--- src/rtl/ctrl_pipe_if.sv ---
// Decode-side handshake into the control-word pipeline.
// The master drives a word plus its valid flag; the pipe answers with in_ready.
interface ctrl_pipe_if #(
  parameter int unsigned W = 26
);
  logic [W-1:0] in_ctrl;
  logic         in_valid;
  logic         in_ready;

  modport master (
    output in_ctrl,
    output in_valid,
    input  in_ready
  );

  modport slave (
    input  in_ctrl,
    input  in_valid,
    output in_ready
  );
endinterface

--- src/rtl/ctrl_pipe.sv ---
// Control-word pipeline from Decode through STAGES registered stages, with
// per-stage stall/flush, upstream stall propagation, bubble insertion and kill masking.
module ctrl_pipe #(
  parameter int unsigned  W          = 26,
  parameter int unsigned  STAGES     = 4,
  parameter int unsigned  KILL_STAGE = 0,
  parameter logic [W-1:0] KILL_MASK  = '0
) (
  input  logic                         clk,
  input  logic                         reset,
  ctrl_pipe_if.slave                   up,
  input  logic [STAGES-1:0]            stall,
  input  logic [STAGES-1:0]            flush,
  input  logic                         kill,
  output logic [STAGES*W-1:0]          stage_ctrl,
  output logic [STAGES-1:0]            stage_valid,
  output logic                         killed,
  output logic [$clog2(STAGES+1)-1:0]  count
);

  localparam int unsigned CW = $clog2(STAGES+1);

  logic [W-1:0]      ctrlQ   [STAGES];
  logic [STAGES-1:0] validQ;
  logic [STAGES-1:0] hold;
  logic [STAGES-1:0] upHold;
  logic [W-1:0]      srcCtrl [STAGES];
  logic [STAGES-1:0] srcValid;
  logic [W-1:0]      ctrlD   [STAGES];
  logic [STAGES-1:0] validD;
  logic [CW-1:0]     countD;

  // A stage holds if it or any stage downstream of it stalls.
  always_comb begin
    hold = '0;
    for (int unsigned i = 0; i < STAGES; i++) begin
      hold[i] = |(stall >> i);
    end
  end

  assign upHold      = {hold[STAGES-2:0], 1'b0};
  assign up.in_ready = ~hold[0];
  assign killed      = kill & validQ[KILL_STAGE];

  always_comb begin
    srcCtrl[0]  = up.in_valid ? up.in_ctrl : '0;
    srcValid[0] = up.in_valid;
    for (int unsigned k = 1; k < STAGES; k++) begin
      srcCtrl[k]  = ctrlQ[k-1];
      srcValid[k] = validQ[k-1];
      if ((k - 1 == KILL_STAGE) && killed) begin
        srcCtrl[k] = ctrlQ[k-1] & ~KILL_MASK;
      end
    end
  end

  // Priority per stage: flush, hold, bubble behind a held stage, then load.
  always_comb begin
    validD = '0;
    countD = '0;
    for (int unsigned k = 0; k < STAGES; k++) begin
      ctrlD[k] = '0;
      if (flush[k]) begin
        ctrlD[k]  = '0;
        validD[k] = 1'b0;
      end else if (hold[k]) begin
        ctrlD[k]  = ctrlQ[k];
        validD[k] = validQ[k];
      end else if (upHold[k]) begin
        ctrlD[k]  = '0;
        validD[k] = 1'b0;
      end else begin
        ctrlD[k]  = srcCtrl[k];
        validD[k] = srcValid[k];
      end
      countD = countD + CW'(validD[k]);
    end
  end

  always_ff @(posedge clk or negedge reset) begin
    if (!reset) begin
      for (int unsigned k = 0; k < STAGES; k++) begin
        ctrlQ[k] <= '0;
      end
      validQ <= '0;
      count  <= '0;
    end else begin
      for (int unsigned k = 0; k < STAGES; k++) begin
        ctrlQ[k] <= ctrlD[k];
      end
      validQ <= validD;
      count  <= countD;
    end
  end

  always_comb begin
    stage_ctrl = '0;
    for (int unsigned k = 0; k < STAGES; k++) begin
      stage_ctrl[k*W +: W] = ctrlQ[k];
    end
  end

  assign stage_valid = validQ;

endmodule

--- src/flat_wrapper.sv ---
// flat-port wrapper written by rule: the top's interface ports become plain ports
module ctrl_pipe_flat 
#(
  parameter int unsigned  W          = 26,
  parameter int unsigned  STAGES     = 4,
  parameter int unsigned  KILL_STAGE = 0,
  parameter logic [W-1:0] KILL_MASK  = '0
)
  (clk, reset, stall, flush, kill, stage_ctrl, stage_valid, killed, count, up_in_ctrl, up_in_valid, up_in_ready);
  ctrl_pipe_if #(.W(W)) up_i ();
  input  logic clk;
  input  logic reset;
  input  logic [STAGES-1:0] stall;
  input  logic [STAGES-1:0] flush;
  input  logic kill;
  output logic [STAGES*W-1:0] stage_ctrl;
  output logic [STAGES-1:0] stage_valid;
  output logic killed;
  output logic [$clog2(STAGES+1)-1:0] count;
  input wire logic [$bits(up_i.in_ctrl)-1:0] up_in_ctrl;
  input wire logic [$bits(up_i.in_valid)-1:0] up_in_valid;
  output wire logic [$bits(up_i.in_ready)-1:0] up_in_ready;
  assign up_i.in_ctrl = up_in_ctrl;
  assign up_i.in_valid = up_in_valid;
  assign up_in_ready = up_i.in_ready;
  ctrl_pipe #(.W(W), .STAGES(STAGES), .KILL_STAGE(KILL_STAGE), .KILL_MASK(KILL_MASK)) u_core (.clk(clk), .reset(reset), .up(up_i), .stall(stall), .flush(flush), .kill(kill), .stage_ctrl(stage_ctrl), .stage_valid(stage_valid), .killed(killed), .count(count));
endmodule
--- config.mk ---
export PLATFORM = sky130hd
export DESIGN_NAME = ctrl_pipe_flat
export DESIGN_NICKNAME = d
export VERILOG_FILES = /design/src/rtl/ctrl_pipe_if.sv /design/src/rtl/ctrl_pipe.sv /design/src/flat_wrapper.sv
export SDC_FILE = /design/constraint.sdc
export NUM_CORES = 1
export LEC_CHECK = 0
export ABC_AREA = 1
export CORE_MARGIN = 5
export CORE_UTILIZATION = 48
export DETAILED_ROUTE_END_ITERATION = 10
export GPL_TIMING_DRIVEN = 1
export PLACE_DENSITY = 0.83
export SKIP_LAST_GASP = 1
export SLEW_MARGIN = 5
export SYNTH_ARGS = -nofsm -noshare
export SYNTH_HDL_FRONTEND = slang
export SYNTH_SLANG_ARGS = --single-unit
--- constraint.sdc ---
create_clock -name clk -period 2.6 [get_ports clk]
set_input_delay 0.26 -clock clk [delete_from_list [all_inputs] [get_ports clk]]
set_output_delay 0.26 -clock clk [all_outputs]
set_load 0.005 [all_outputs]
# Word-level counts from Yosys, hierarchy flattened
# Cells that the tools add are included.
op_classes:
  n_addsub: 3
  multipliers: 0
  n_div: 0
  n_lt_le_gt_ge: 0
  eq_ne: 4
  n_shift: 0
  muxes: 23
  bitwise: 2
  reduce_logical: 3
op_table:
  columns: ["cell", "count"]
  rows:
  - ["two-way mux 26 bit", 12]
  - ["two-way mux 1 bit", 11]
  - ["adder 3 x 1 -> 3 bit", 2]
  - ["inequality test 2 bit (second input constant)", 3]
  - ["OR reduction 4 bit", 1]
  - ["OR reduction 3 bit", 1]
  - ["adder 1 x 1 -> 2 bit", 1]
  - ["inequality test 2 x 1 -> 1 bit (second input constant)", 1]
  - ["OR reduction 2 bit", 1]
  - ["bitwise AND 1 bit", 1]
  - ["NOT 1 bit", 1]
totals:
  regBits: 111
  latchBits: 0
  ramBits: 0
  romBits: 0
  memories: 0

# Depth between registers and ports, before layout
# Gate-level depths: netlist (run 1).
depth:
  ltp_word: 7
  ltp_mapped: 11
  ltp_nobuf: 10

# Worst setup path after synthesis (run 1)
# OpenSTA, ideal clock, no wires.
synth_path:
  path_type: "input to register"
  from: "input port stall[3]"
  to: "register u_core.count[1]"
  arrival_ns: 1.823
  t_required_ns: 2.474
  path_slack_ns: 0.651
  path_stages: 11
  path_cell_list: "nor2_2 -> buf_6 -> buf_4 -> nand3_1 -> nand2_1 -> nor2_1 -> ha_1 -> inv_1 -> fa_1 -> inv_1 -> ha_1"
synth_between:
  elab_cells_between_ends: 17
synth_lines:
  columns: ["element", "line_no", "text"]
  rows:
  - ["start, declared", "flat_wrapper.sv:13", "input logic [STAGES-1:0] stall;"]
  - ["OR reduction 4 bit", "ctrl_pipe.sv:37", "hold[i] = |(stall >> i);"]
  - ["two-way mux 1 bit", "ctrl_pipe.sv:66", "end else if (hold[k]) begin"]
  - ["two-way mux 1 bit", "ctrl_pipe.sv:63", "if (flush[k]) begin"]
  - ["net u_core.validD[0]", "ctrl_pipe.sv:30", "logic [STAGES-1:0] validD;"]
  - ["adder 1 x 1 -> 2 bit", "ctrl_pipe.sv:76", "countD = countD + CW'(validD[k]);"]
  - ["adder 3 x 1 -> 3 bit (2 in series)", "ctrl_pipe.sv:76", null]
  - ["net u_core.countD[1]", "ctrl_pipe.sv:31", "logic [CW-1:0] countD;"]
  - ["end signal, assigned", "ctrl_pipe.sv:92", "count <= countD;"]
  - ["end, declared", "ctrl_pipe.sv:18", "output logic [$clog2(STAGES+1)-1:0] count"]
# The timed path passes the listed nets, and every way through them passes these cells.
# A chain may end at the register's enable or synchronous reset.

# Worst setup path in the final report (run 1)
layout_path:
  from: "input port stall[3]"
  to: "output port up_in_ready"
layout_between:
  elab_chain_cells: 2
layout_lines:
  columns: ["element", "line_no", "text"]
  rows:
  - ["OR reduction 4 bit", "ctrl_pipe.sv:37", null]
  - ["NOT 1 bit", "ctrl_pipe.sv:42", "assign up.in_ready = ~hold[0];"]
  - ["end, declared", "flat_wrapper.sv:22", "output wire logic [$bits(up_i.in_ready)-1:0] up_in_ready;"]
# No other way between the ends.

==> impl_metrics.json, run 1 <==
{
  "final_common_cell": "clkdlybuf4s50_1",
  "fill_cells": 783,
  "yosys-top-cells-area": "dfrtp_1 59%, nand3_1 11%, nand2_1 11%",
  "cts-root-buf": "clkbuf_8",
  "cts_tree": "yes",
  "synth_top_area_cell": "dfrtp_1",
  "rrSetupSlack_ns": 0.76,
  "finalHoldViolCount": 0,
  "io_pins": 151,
  "cp_common_cell": "clkdlybuf4s50_1",
  "synth_warnings": 0,
  "drt-vias-per-instance": 5.370,
  "status": "completed",
  "cpPeakStageDelay_ns": 0.49,
  "vias": 4205,
  "critPathBufInv": 4,
  "postLayoutSetupSlackWorst_ns": 0.5063,
  "tightestPinTransition_ns": 0.7949,
  "worstPathCellList": "clkdlybuf4s50_1, nor2_4, nand2_4, buf_4, inv_1, clkdlybuf4s50_1",
  "cts_setup_buffers": 0,
  "final_cell_mix": "149 x clkdlybuf4s50_1, 140 x nand2_1, 111 x dfrtp_1",
  "gp_congestion": 0.8639,
  "max_cap_violations": 0,
  "cp-start-kind": "input pin",
  "worst_ep_required_time_ns": 2.34,
  "worst_clock_skew_ns": 0.01178,
  "ys_seq_area_share_pct": 58.70,
  "synth_cells": 510,
  "holdPathStages": 3,
  "post_cts_resized": 0,
  "synth_cell_types": 24,
  "grt_pass1_wl_um": 20490,
  "post-place-ws_ns": 0.1929,
  "syn2layout_area_growth_pct": 36.75,
  "place.port_buffers": 150,
  "final_antenna_net_count": 0,
  "cts_buffers": 9,
  "worst-path-stages": 6,
  "nets": 686,
  "crit_fanout": 27,
  "overflow": 0,
  "rows": 36,
  "grt_pass1_vias": 4033,
  "p_per_area_mw_per_mm2": 452.6,
  "async_reset_ff_share_pct": 100.0,
  "setup_viol": 0,
  "synth-edff-count": 0,
  "wl_per_cell_um": 16.08,
  "wl_um": 12590,
  "synth_top_area_share_pct": 58.70,
  "h-tree-depth": 3,
  "synth.avg_cell_area_um2": 9.279,
  "relSlewSlack_pct": 46.68,
  "clk_path_buf_depth": 2,
  "post-route-period-util_pct": 80.53,
  "clock_latency_ns": 0.36,
  "ff2ff_path_depth": 9,
  "grt_setup_unrepaired": "false",
  "worstPathArrival_ns": 1.83,
  "fin_tns_setup_ns": 0,
  "ys_seq_elements": 111,
  "synth_area_mm2": 0.004732,
  "start_util_pct": 48.86,
  "synth_ff_type": "dfrtp_1",
  "layout_min_cycle_time_ns": 2.094,
  "core_area_mm2": 0.009684,
  "slew_violations": 0,
  "grt.total_usage_pct": 21.59,
  "antennaDiodeCount": 0,
  "dp_hpwl_um": 9085,
  "hp-class": "input pin to register",
  "cp_top_family": "buffers and inverters",
  "drc_errors": 0,
  "end_kind": "output port",
  "die_w_um": 109.3,
  "irDropWorstVdd_mv": 0.2550,
  "initialDrtViolationCount": 243,
  "clk_pin_slew_ns": 0.10,
  "die_h_um": 109.3,
  "clock.fmax_ghz": 0.4776,
  "critical_path_class": "input pin to output port",
  "antenna_found_initial": 0,
  "drive_gt1_share_pct": 6.308,
  "leakage_nw": 3.079,
  "grt_max_degree": 54,
  "clock-sinks": 111,
  "die-area_mm2": 0.01194,
  "first_pass_iters": 4,
  "synthesis.nets": 551,
  "cp_slowest_cell": "clkdlybuf4s50_1"
}
## through the flow
| stage | instances | total power [mW] | instance area [um^2] | hold slack (ns) | util (%) |
|---|---|---|---|---|---|
| finish | 783 | 2.929 | 6471 | 0.4529 | 66.82 |
| global route | 783 | 3.054 | 6471 | 0.4447 | 66.82 |
| CTS | 783 | 2.951 | 6471 | 0.4422 | 66.82 |
| detailed placement | 766 | 2.029 | 6277 | 0.3301 | 64.82 |
| global placement | 766 | 2.022 | 6277 | 0.3139 | 64.82 |
| floorplan | 510 | 1.895 | 4732 | -0.03559 | - |
## logic make-up (layout without fill, tap and decap cells)
group | after synthesis | count (layout) | synth area share, %
AND/OR/NAND/NOR | 309 | 309 | 30.96
flip-flops | 111 | 111 | 58.70
buffers and inverters | 57 | 197 | 6.214
AO/OA/AOI/OAI | 30 | 30 | 3.173
adder cells (fa/ha/maj) | 3 | 3 | 0.9518
## cell type report
| cell class | instances | area (um^2) | share of cell area (%) |
|---|---|---|---|
| Tap cell | 133 | 166.4 | 2.572 |
| Clock buffer | 10 | 137.6 | 2.127 |
| Sequential cell | 111 | 2778 | 42.92 |
| Clock inverter | 6 | 46.29 | 0.7154 |
| Multi-Input combinational cell | 342 | 1665 | 25.73 |
| Inverter | 15 | 56.30 | 0.8701 |
| Timing Repair Buffer | 166 | 1622 | 25.06 |
## worst reg2reg max path, stage by stage (launching register included)
cell and delay (ns):
dfrtp_1 0.44, nand2_1 0.08, nand3_1 0.06, nand2_1 0.07, nor2_1 0.05, ha_1 0.28
inv_1 0.06, fa_1 0.39, inv_1 0.07, ha_1 0.23
## sequential cells by signal, indices dropped and copies added, names as in the netlist
signal              count
u_core.count            3
u_core.stage_valid      4
u_core.stage_ctrl     104
## synth_stat cells (2+ instances only)
cell        n
buf_1       4
dfrtp_1   111
o21ai_0    16
inv_1      10
ha_1        2
nand2_1   140
buf_6       4
nor2_1      4
a21oi_1     2
buf_2      19
o21ai_1    12
buf_4       7
nand3_1   106
nor2_2      2
inv_2       3
nand4_1    52
clkinv_1    2
clkbuf_1    8
## metal layers
| metal | track usage [%] | wire (um) | vias to the layer above |
|---|---|---|---|
| li1 | - | - | 2012 |
| met1 | 30.73 | 5442 | 2022 |
| met2 | 34.39 | 6229 | 151 |
| met3 | 3.053 | 618 | 20 |
| met4 | 7.213 | 303 | 0 |
| met5 | 0 | 0 | - |
## worst paths after layout
path / startpoint / endpoint
hold reg to reg: u_core.stage_ctrl[93]$_DFFE_PN0P_ / u_core.stage_ctrl[93]$_DFFE_PN0P_
setup / recovery: stall[3] / up_in_ready
min in group asynchronous: reset / u_core.stage_ctrl[0]$_DFFE_PN0P_
max in group asynchronous: reset / u_core.stage_ctrl[11]$_DFFE_PN0P_
hold / removal: up_in_ctrl[3] / u_core.stage_ctrl[3]$_DFFE_PN0P_
setup reg to reg: u_core.stage_valid[0]$_DFF_PN0_ / u_core.count[1]$_DFF_PN0_
## report_power, final
| part | switching, mW | total [mW] | leakage (nW) | internal [mW] |
|---|---|---|---|---|
| combinational | 0.162 | 0.255 | 1.44 | 0.0934 |
| clock | 0.556 | 0.934 | 0.0885 | 0.378 |
| sequential | 0.00707 | 1.74 | 1.55 | 1.73 |
| total | 0.724 | 2.93 | 3.08 | 2.20 |
## repair_timing
item	4_1_cts	5_1_grt
setup endpoints to repair	0	0
endpoints found under the hold margin	47	0
hold buffers	1	0
(Power assumes the default switching activity.)
==> run 2: changes to the inputs <==
--- a/config.mk
+++ b/config.mk
@@ -7,10 +7,10 @@
 export LEC_CHECK = 0
 export ABC_AREA = 1
 export CORE_MARGIN = 5
-export CORE_UTILIZATION = 48
+export CORE_UTILIZATION = 46
 export DETAILED_ROUTE_END_ITERATION = 10
 export GPL_TIMING_DRIVEN = 1
-export PLACE_DENSITY = 0.83
+export PLACE_DENSITY = 0.8
 export SKIP_LAST_GASP = 1
 export SLEW_MARGIN = 5
 export SYNTH_ARGS = -nofsm -noshare
==> constraint.sdc (replaced) <==
create_clock -name clk -period 2.2 [get_ports clk]
set_input_delay 0.22 -clock clk [delete_from_list [all_inputs] [get_ports clk]]
set_output_delay 0.22 -clock clk [all_outputs]
set_load 0.005 [all_outputs]
==> impl_metrics.json, run 2 (synthesis gave the netlist of run 1 again) <==
{
  "status": "completed",
  "grt_setup_unrepaired": "false",
  "leakage_nw": 3.075,
  "critical_path_class": "input pin to output port",
  "clk_path_buf_depth": 2,
  "post_cts_resized": 0,
  "cts_hold_buf": 1,
  "clock.fmax_ghz": 0.5233,
  "h-tree-depth": 3,
  "setup_viol": 0,
  "core_area_mm2": 0.01018,
  "first_pass_iters": 7,
  "grt_pass1_wl_um": 21180,
  "fill_cells": 864,
  "irDropWorstVdd_mv": 0.2789,
  "clk_pin_slew_ns": 0.11,
  "overflow": 0,
  "layout_min_cycle_time_ns": 1.911,
  "final_common_cell": "clkdlybuf4s50_1",
  "clock-sinks": 111,
  "vias": 4164,
  "nets": 688,
  "grt_max_degree": 53,
  "hp-class": "input pin to asynchronous set/reset pin",
  "max_cap_violations": 0,
  "wl_um": 12550,
  "wl_per_cell_um": 15.93,
  "worst_clock_skew_ns": 0.01811,
  "fin_area_mm2": 0.006485,
  "p_per_area_mw_per_mm2": 529.0,
  "cts_tree": "yes",
  "whs_ns": 0.3204,
  "die_w_um": 111.4,
  "postLayoutSetupSlackWorst_ns": 0.2891,
  "finalHoldViolCount": 0,
  "post-place-ws_ns": -0.08067,
  "worst_ep_required_time_ns": 1.98,
  "largest_reg_flops": 104,
  "fin_tns_setup_ns": 0,
  "antenna_found_initial": 0,
  "cp-start-kind": "input pin",
  "endpoint": "up_in_ready",
  "final_cell_mix": "149 x clkdlybuf4s50_1, 140 x nand2_1, 111 x dfrtp_1",
  "gp_congestion": 0.8587,
  "place.port_buffers": 150,
  "relSlewSlack_pct": 66.01,
  "ff2ff_path_depth": 9,
  "io_pins": 151,
  "antennaDiodeCount": 0,
  "rr_startpoint": "u_core.stage_valid[0]$_DFF_PN0_",
  "slew_violations": 0,
  "finalCoreUtilization_pct": 63.67,
  "die-area_mm2": 0.01242,
  "initialDrtViolationCount": 322,
  "cts-root-buf": "clkbuf_8",
  "drive_gt1_share_pct": 6.288,
  "grt_pass1_vias": 4032,
  "rrSetupSlack_ns": 0.40,
  "drc_errors": 0,
  "cts_buffers": 9,
  "die_h_um": 111.4,
  "worstPathArrival_ns": 1.69,
  "critPathLaunch": "stall[3]",
  "grt.total_usage_pct": 20.52,
  "timing.rr.end": "u_core.count[1]$_DFF_PN0_",
  "final_antenna_net_count": 0,
  "tightestPinTransition_ns": 0.5098,
  "clock_latency_ns": 0.37,
  "dp_hpwl_um": 9100,
  "syn2layout_area_growth_pct": 37.04,
  "drt-vias-per-instance": 5.284,
  "post-route-period-util_pct": 86.86,
  "start_util_pct": 46.46,
  "crit_fanout": 6,
  "end_kind": "output port",
  "cts_setup_buffers": 0,
  "rows": 37,
  "postPlaceCellArea_mm2": 0.006309
}
run 2: cell count changes in the layout (fill, tap and decap cells not counted):
cell	previous run	this run
clkinvlp_4	2	4
clkbuf_1	0	2
clkbuf_8	10	9
buf_4	16	17
clkinv_4	3	0
buf_12	0	1
run 2: layout make-up:
cell class	instances	area, um^2	area share, %
inverters	15	56.30	0.8682
well taps	136	170.2	2.624
clock inverters	5	35.03	0.5402
flip-flops and latches	111	2778	42.83
repair buffers	168	1649	25.43
multi-input cells	342	1665	25.68
clock buffers	11	131.4	2.026
run 2: routing by layer:
metal	vias up	track usage, %	wire (um)
li1	2013	-	-
met1	1968	28.63	5433
met2	165	32.57	6211
met3	18	4.076	687
met4	0	6.488	218
met5	-	0	0
run 2: worst min-delay path by stage:
stage                                            end  startpoint  slack (ns)
finish               u_core.stage_valid[0]$_DFF_PN0_       reset        0.32
global route         u_core.stage_valid[0]$_DFF_PN0_       reset        0.33
CTS                  u_core.stage_valid[0]$_DFF_PN0_       reset        0.32
detailed placement  u_core.stage_ctrl[2]$_DFFE_PN0P_       reset        0.17
global placement    u_core.stage_ctrl[1]$_DFFE_PN0P_       reset        0.16
floorplan                  u_core.count[0]$_DFF_PN0_       reset       -0.08
run 2: critical path, cell delays in order:
cell and delay (ns):
clkdlybuf4s50_1 0.46, nor2_4 0.23, nand2_4 0.06, buf_4 0.15
inv_1 0.05, clkdlybuf4s50_1 0.50
run 2: report_power, final:
| group | switching, mW | internal, mW |
|---|---|---|
| clock | 0.660 | 0.411 |
| combinational | 0.189 | 0.114 |
| sequential | 0.00841 | 2.05 |
run 2: per-stage QoR:
stage	power [mW]	instances
5_1_grt	3.573	788
4_1_cts	3.450	788
6_report	3.431	788
3_3_place_gp	2.395	771
2_1_floorplan	2.239	510
3_5_place_dp	2.401	771
